$ cat src/rtl/ifu_pkg.sv
// Shared types and constants for the instruction fetch unit.
// Entry widths follow the default DEPTH/WIDTH of instr_fetch_unit.
package ifu_pkg;
    localparam int IFU_DEPTH  = 128;
    localparam int IFU_WIDTH  = 32;
    localparam int IFU_ADDR_W = $clog2(IFU_DEPTH) + 2;
    localparam int PC_STEP    = 4;

    typedef enum logic [1:0] {
        S_BOOT,
        S_FETCH,
        S_HALT
    } ifu_state_t;

    typedef struct packed {
        logic [IFU_ADDR_W-1:0] pc;
        logic [IFU_WIDTH-1:0]  instr;
    } fetch_entry_t;
endpackage

$ cat src/rtl/fetch_buffer.sv
// Small synchronous FIFO of {pc, instr} fetch entries; flush wins over push/pop.
// When empty the read port keeps presenting the last popped entry.
module fetch_buffer
    import ifu_pkg::*;
#(
    parameter int BUF_DEPTH = 2
) (
    input  logic         clk,
    input  logic         reset,
    input  logic         push,
    input  logic         pop,
    input  logic         flush,
    input  fetch_entry_t wr_entry,
    output fetch_entry_t rd_entry,
    output logic         full,
    output logic         empty
);
    localparam int IDX_W = $clog2(BUF_DEPTH);
    localparam int PTR_W = IDX_W + 1;

    fetch_entry_t             mem_q [BUF_DEPTH];
    fetch_entry_t             mem_d [BUF_DEPTH];
    fetch_entry_t             last_q, last_d;
    logic         [PTR_W-1:0] wr_ptr_q, wr_ptr_d;
    logic         [PTR_W-1:0] rd_ptr_q, rd_ptr_d;

    assign empty    = (wr_ptr_q == rd_ptr_q);
    assign full     = (wr_ptr_q[PTR_W-1] != rd_ptr_q[PTR_W-1]) &&
                      (wr_ptr_q[IDX_W-1:0] == rd_ptr_q[IDX_W-1:0]);
    assign rd_entry = empty ? last_q : mem_q[rd_ptr_q[IDX_W-1:0]];

    always_comb begin
        mem_d    = mem_q;
        last_d   = last_q;
        wr_ptr_d = wr_ptr_q;
        rd_ptr_d = rd_ptr_q;
        if (flush) begin
            rd_ptr_d = wr_ptr_q;
        end else begin
            // A push into a full buffer is only issued alongside a pop, so it
            // overwrites the slot being read out this same cycle.
            if (push) begin
                mem_d[wr_ptr_q[IDX_W-1:0]] = wr_entry;
                wr_ptr_d = wr_ptr_q + PTR_W'(1);
            end
            if (pop) begin
                last_d   = mem_q[rd_ptr_q[IDX_W-1:0]];
                rd_ptr_d = rd_ptr_q + PTR_W'(1);
            end
        end
    end

    always_ff @(posedge clk) begin
        if (reset) begin
            for (int i = 0; i < BUF_DEPTH; i++) mem_q[i] <= '0;
            last_q   <= '0;
            wr_ptr_q <= '0;
            rd_ptr_q <= '0;
        end else begin
            mem_q    <= mem_d;
            last_q   <= last_d;
            wr_ptr_q <= wr_ptr_d;
            rd_ptr_q <= rd_ptr_d;
        end
    end
endmodule

$ cat src/rtl/instr_fetch_unit.sv
// Fetch stage: PC register, BOOT/FETCH/HALT control, redirect handling, fetch buffer.
// Define IFU_ALIGN_CHECK_EN to halt with fetch_fault on misaligned redirect targets.
module instr_fetch_unit
    import ifu_pkg::*;
#(
    parameter int          DEPTH     = IFU_DEPTH,
    parameter int          WIDTH     = IFU_WIDTH,
    parameter int          BUF_DEPTH = 2,
    parameter int unsigned RESET_PC  = 0,
    localparam int         ADDR_W    = $clog2(DEPTH) + 2
) (
    input  logic              clk,
    input  logic              reset,
    output logic [ADDR_W-1:0] imem_addr,
    input  logic [WIDTH-1:0]  imem_rdata,
    input  logic              redirect_valid,
    input  logic [ADDR_W-1:0] redirect_pc,
    output logic              out_valid,
    input  logic              out_ready,
    output logic [ADDR_W-1:0] out_pc,
    output logic [WIDTH-1:0]  out_instr,
    output logic              fetch_fault
);
    ifu_state_t        state_q, state_d;
    logic [ADDR_W-1:0] pc_q, pc_d;
    logic [ADDR_W-1:0] tgt_pc;
    logic              misalign;
    logic              push, pop, flush, full, empty, pop_ok;
    fetch_entry_t      wr_entry, rd_entry;

`ifdef IFU_ALIGN_CHECK_EN
    assign tgt_pc      = redirect_pc;
    assign misalign    = |redirect_pc[1:0];
    assign fetch_fault = (state_q == S_HALT);
`else
    assign tgt_pc      = redirect_pc & ~ADDR_W'(3);
    assign misalign    = 1'b0;
    assign fetch_fault = 1'b0;
`endif

    assign imem_addr = pc_q;
    assign out_valid = !empty;
    assign pop_ok    = out_valid && out_ready;
    assign wr_entry  = '{pc: pc_q, instr: imem_rdata};
    assign out_pc    = rd_entry.pc;
    assign out_instr = rd_entry.instr;

    always_comb begin
        state_d = state_q;
        pc_d    = pc_q;
        push    = 1'b0;
        pop     = 1'b0;
        flush   = 1'b0;
        if (redirect_valid) begin
            // Any pop in flight this cycle is discarded along with the buffer.
            flush = 1'b1;
            if (misalign) begin
                state_d = S_HALT;
            end else begin
                pc_d    = tgt_pc;
                state_d = S_FETCH;
            end
        end else begin
            pop = pop_ok;
            case (state_q)
                S_BOOT:  state_d = S_FETCH;
                S_FETCH: begin
                    if (!full || pop_ok) begin
                        push = 1'b1;
                        pc_d = pc_q + ADDR_W'(PC_STEP);
                    end
                end
                S_HALT:  state_d = S_HALT;
                default: state_d = S_BOOT;
            endcase
        end
    end

    always_ff @(posedge clk) begin
        if (reset) begin
            state_q <= S_BOOT;
            pc_q    <= ADDR_W'(RESET_PC);
        end else begin
            state_q <= state_d;
            pc_q    <= pc_d;
        end
    end

    fetch_buffer #(.BUF_DEPTH(BUF_DEPTH)) u_buf (
        .clk      (clk),
        .reset    (reset),
        .push     (push),
        .pop      (pop),
        .flush    (flush),
        .wr_entry (wr_entry),
        .rd_entry (rd_entry),
        .full     (full),
        .empty    (empty)
    );
endmodule
$ cat config.mk
export PLATFORM = sky130hd
export DESIGN_NAME = instr_fetch_unit
export DESIGN_NICKNAME = d
export VERILOG_FILES = /design/src/rtl/ifu_pkg.sv /design/src/rtl/fetch_buffer.sv /design/src/rtl/instr_fetch_unit.sv
export SDC_FILE = /design/constraint.sdc
export NUM_CORES = 1
export LEC_CHECK = 0
export ABC_AREA = 1
export BUFFER_PORTS_ARGS = -buffer_cell sky130_fd_sc_hd__buf_2
export CORE_MARGIN = 10
export CORE_UTILIZATION = 57
export CTS_CLUSTER_SIZE = 8
export DETAILED_ROUTE_END_ITERATION = 12
export MAX_ROUTING_LAYER = met4
export PLACE_DENSITY = 0.79
export RECOVER_POWER = 100
export SYNTH_ARGS = -nofsm -noshare
export SYNTH_HDL_FRONTEND = slang
export SYNTH_SLANG_ARGS = --single-unit
$ cat constraint.sdc
create_clock -name clk -period 1.6 [get_ports clk]
set_input_delay 0.08 -clock clk [delete_from_list [all_inputs] [get_ports clk]]
set_output_delay 0.08 -clock clk [all_outputs]
set_load 0.005 [all_outputs]
==> results.md <==
* Register-to-Register Path Depth at 11
* Final Hold Viols at 0
* Post-Syn Area at roughly 6400 um2
* Fin worst setup slack at -0.454 ns
* Rows at 38
* Global-route wire length before repair at ~28000 um
* Max Transition Viols Final at 0
* DR vias at roughly 6700
* Hold crit path type: primary input to flip-flop
* I/O Pins at 97
* Total wire length at between 20000 and 25000 um
* Sequential cell area at roughly 2600 um2
* Vias in the first global route at approximately 6000
* DRC at 0
* Yosys Warn Count at 0
* Post-synth top flop: dfxtp_1
* Post-DP HPWL at between 9000 and 10000 um
* Startpoint class of the critical path: flip-flop
* Synth area leader: dfxtp_1
* Synth Area in Adders at 0.00197
* Tcrit/Tclk final at 1.28
* Kind of critical path: flip-flop to output pin
* Leak pwr at roughly 0.0042 uW
* Worst path bufs/invs at 4
* Area of the multi-input gates at between 3000 and 4000 um2
* Die W at 126 um
* Unrepaired setup endpoints after global routing: yes
* Tightest Pin Transition at 0.715 ns
* CTS max path bufs at 2
* Vias/cell at ~5.5
* Worst-skew pair later-pin latency at ~0.53 ns
* Reg2reg end: u_buf.last_q[5]$_SDFFE_PP0P_
* Hold endpoint: imem_addr[8]$_SDFFE_PP0P_
* Multiplexer area fraction after synthesis at 0.0705
* Asr flop ratio synth at 0
* ANT nets after route at 0
* Cell Chain, Critical Path: inv_4, nand2_4, nand2_4, nand3_4, buf_12, clkbuf_16, mux2_2, buf_2
* Synth area leaders: dfxtp_1 41%, nand2_1 16%, nor2_1 9.6%, mux2_2 6.9%, inv_1 5.1%
* Violated checks: setup timing
* Max_cap viols at 0
* Outcome: finished with violations
* CTS Buf Count at 17
* Worst path required time at between 1.5 and 2 ns
* Sink Count at 130
* EDFF count, synth at 0
* XOR/XNOR Fraction of Synth Area at 0.00275
* H-tree depth at 4
* WHS Path Cells at 4
* Synth Instances at around 930
* # setup viols final at 83
* Worst path top cell family by delay: buffers and inverters
* CP max stage cell: dfxtp_4
* Crit end category: output pin
* Initial DRC Count at 635
* Antenna violations before repair at 0
* Commonest cells in the netlist: 270 x nand2_1, 163 x nor2_1, 130 x dfxtp_1
* Worst slack, placed at 0.0971 ns
* Buffers on Ports at 89
* Peak VDD IR at roughly 0.0008 V
* Routed WL per cell at between 15 and 20 um
* Die height at roughly 130 um
* Most Frequent Cell on Critical Path: nand2_4
* Simple-gate share of the synthesized area at 0.326
* Clock Skew at 0.00662 ns
* FF+latch count, synth at 130
* Fin crit period at 2.05 ns
* Root buf cell: clkbuf_8
* Core Box Area at roughly 11000 um2
* Pwr/cell area at 984 nW/um2
* Clk slew on worst S/H paths at approximately 0.06 ns
* First-pass DRT Iterations at 5
* Largest family of logic cells by synthesized area: simple AND/OR/NAND/NOR gates
* Synth cell types at 27
* Post-synth top area share at 0.409
* Share of layout cells above drive strength 1 at 0.259
* Largest net degree at the start of global routing at 81
* Global route overflow at 0
* Upper clock frequency limit at between 400 and 500 MHz
* Sequential area share after synthesis at 0.409
* R2R setup slack at -0.22 ns
* Most frequent cell after synthesis: nand2_1
* Ant diodes at 0
* Area Growth Syn to Fin at 38.7%
* Nets at approximately 1100
* TritonCTS clock tree: done
* Filler Cell Count at between 600 and 700
* Setup TNS at -23.02 ns
* Hold Startpoint: redirect_valid
* Post-Syn Area per Cell at between 6 and 7 um2
* Worst R2R Start: u_buf.rd_ptr_q[0]$_SDFFE_PP0P_
* CP arrival at just under 2 ns
* Synth Area in Compound Gates at 0.0780
* CP peak stage delay at about 0.40 ns
* Initial Util at 0.585
* Routability congestion estimate at between 0.7 and 0.8
* GRT Util Overall at 0.214
* Slew Limit Headroom at 0.523
* Die area at between 15000 and 20000 um2
* Critical path fanouts, max at 7
cell type report:
| type | count | share of cell area |
|---|---|---|
| clock inverter | 1 | 0.00340 |
| tap | 140 | 0.0198 |
| multi-input combinational | 645 | 0.391 |
| sequential | 130 | 0.296 |
| clock buffer | 25 | 0.0526 |
| inverter | 90 | 0.0385 |
| timing repair buffer | 181 | 0.198 |
per-layer routing:
layer	routed length, um	vias to the layer above	global-route usage
li1	-	3176	-
met1	8180	3102	0.247
met2	10000	317	0.347
met3	1380	60	0.0520
met4	695	0	0.0962
met5	0	-	-
kinds of logic (layout without fill, tap and decap cells):
logic type	after synthesis	after routing
buf+inv	160	297
mux	40	40
compound gates	97	97
simple gates	500	500
other cells	1	5
xor+xnor	2	2
fa+ha+maj	1	1
flops	130	130
worst register-to-register path, delay by kind of cell, from the launching register on:
kind | cells | cell delay [ns]
compound gates | 1 | 0.07
buf+inv | 5 | 0.72
flops | 1 | 0.40
simple gates | 5 | 0.47
sequential cells by signal (all words and copies together), names as in the netlist:
name	count
u_buf.mem_q	78
state_q	2
imem_addr	7
u_buf.wr_ptr_q	2
u_buf.rd_ptr_q	2
u_buf.last_q	39
worst max path at each step:
stage,from,endpoint,slack [ns],cells after the start
2_1_floorplan,u_buf.wr_ptr_q[0]$_SDFFE_PP0P_,out_instr[0],0.24,7
3_3_place_gp,u_buf.rd_ptr_q[0]$_SDFFE_PP0P_,out_instr[0],0.10,7
3_5_place_dp,u_buf.rd_ptr_q[0]$_SDFFE_PP0P_,u_buf.last_q[28]$_SDFFE_PP0P_,0.1,9
4_1_cts,u_buf.rd_ptr_q[0]$_SDFFE_PP0P_,out_instr[31],-0.42,8
5_1_grt,u_buf.rd_ptr_q[0]$_SDFFE_PP0P_,out_instr[13],-0.49,8
6_report,u_buf.rd_ptr_q[0]$_SDFFE_PP0P_,out_instr[13],-0.45,8
power breakdown:
| part | leakage (uW) | switching [uW] | internal (uW) |
|---|---|---|---|
| clock | 0.000240 | 1300 | 2090 |
| sequential | 0.00106 | 80.3 | 3380 |
| combinational | 0.00288 | 938 | 903 |
repair_timing:
action                     CTS  global route
setup buffers                9             4
resized for setup           12           133
hold endpoints to repair    71             0
hold buffers                39             0
setup endpoints to repair   40            61
pin swaps                    1             5
cloned                       5            11
cells in the final DEF (no fill, tap or decap), types with 4 or more instances in the layout:
master | netlist | final
nand2_1 | 270 | 229
mux2_4 | 0 | 26
a21oi_1 | 49 | 29
a21oi_2 | 1 | 21
nor2_1 | 163 | 161
clkbuf_16 | 0 | 25
o21ai_0 | 44 | 37
nand2_4 | 0 | 19
conb_1 | 1 | 5
clkbuf_1 | 23 | 10
dfxtp_1 | 130 | 126
nand3_1 | 18 | 18
buf_12 | 0 | 11
mux2_2 | 39 | 13
o21ai_1 | 0 | 7
inv_2 | 4 | 4
dlygate4sd3_1 | 0 | 39
buf_2 | 22 | 75
inv_1 | 86 | 85
nand2_2 | 2 | 24
buf_6 | 7 | 17
nand4_1 | 41 | 41
buf_4 | 7 | 20
per-stage QoR:
stage	util	power, uW	instances	instance area (um2)	hold slack [ns]
floorplan	-	4290	935	6380	0.215
global placement	0.638	4640	1119	6950	0.318
detailed placement	0.638	4660	1119	6950	0.324
CTS	0.743	8330	1198	8090	0.0394
global route	0.811	8980	1212	8830	0.0927
finish	0.811	8690	1212	8830	0.0556
No activity file was read; power rests on OpenSTA's default activity.
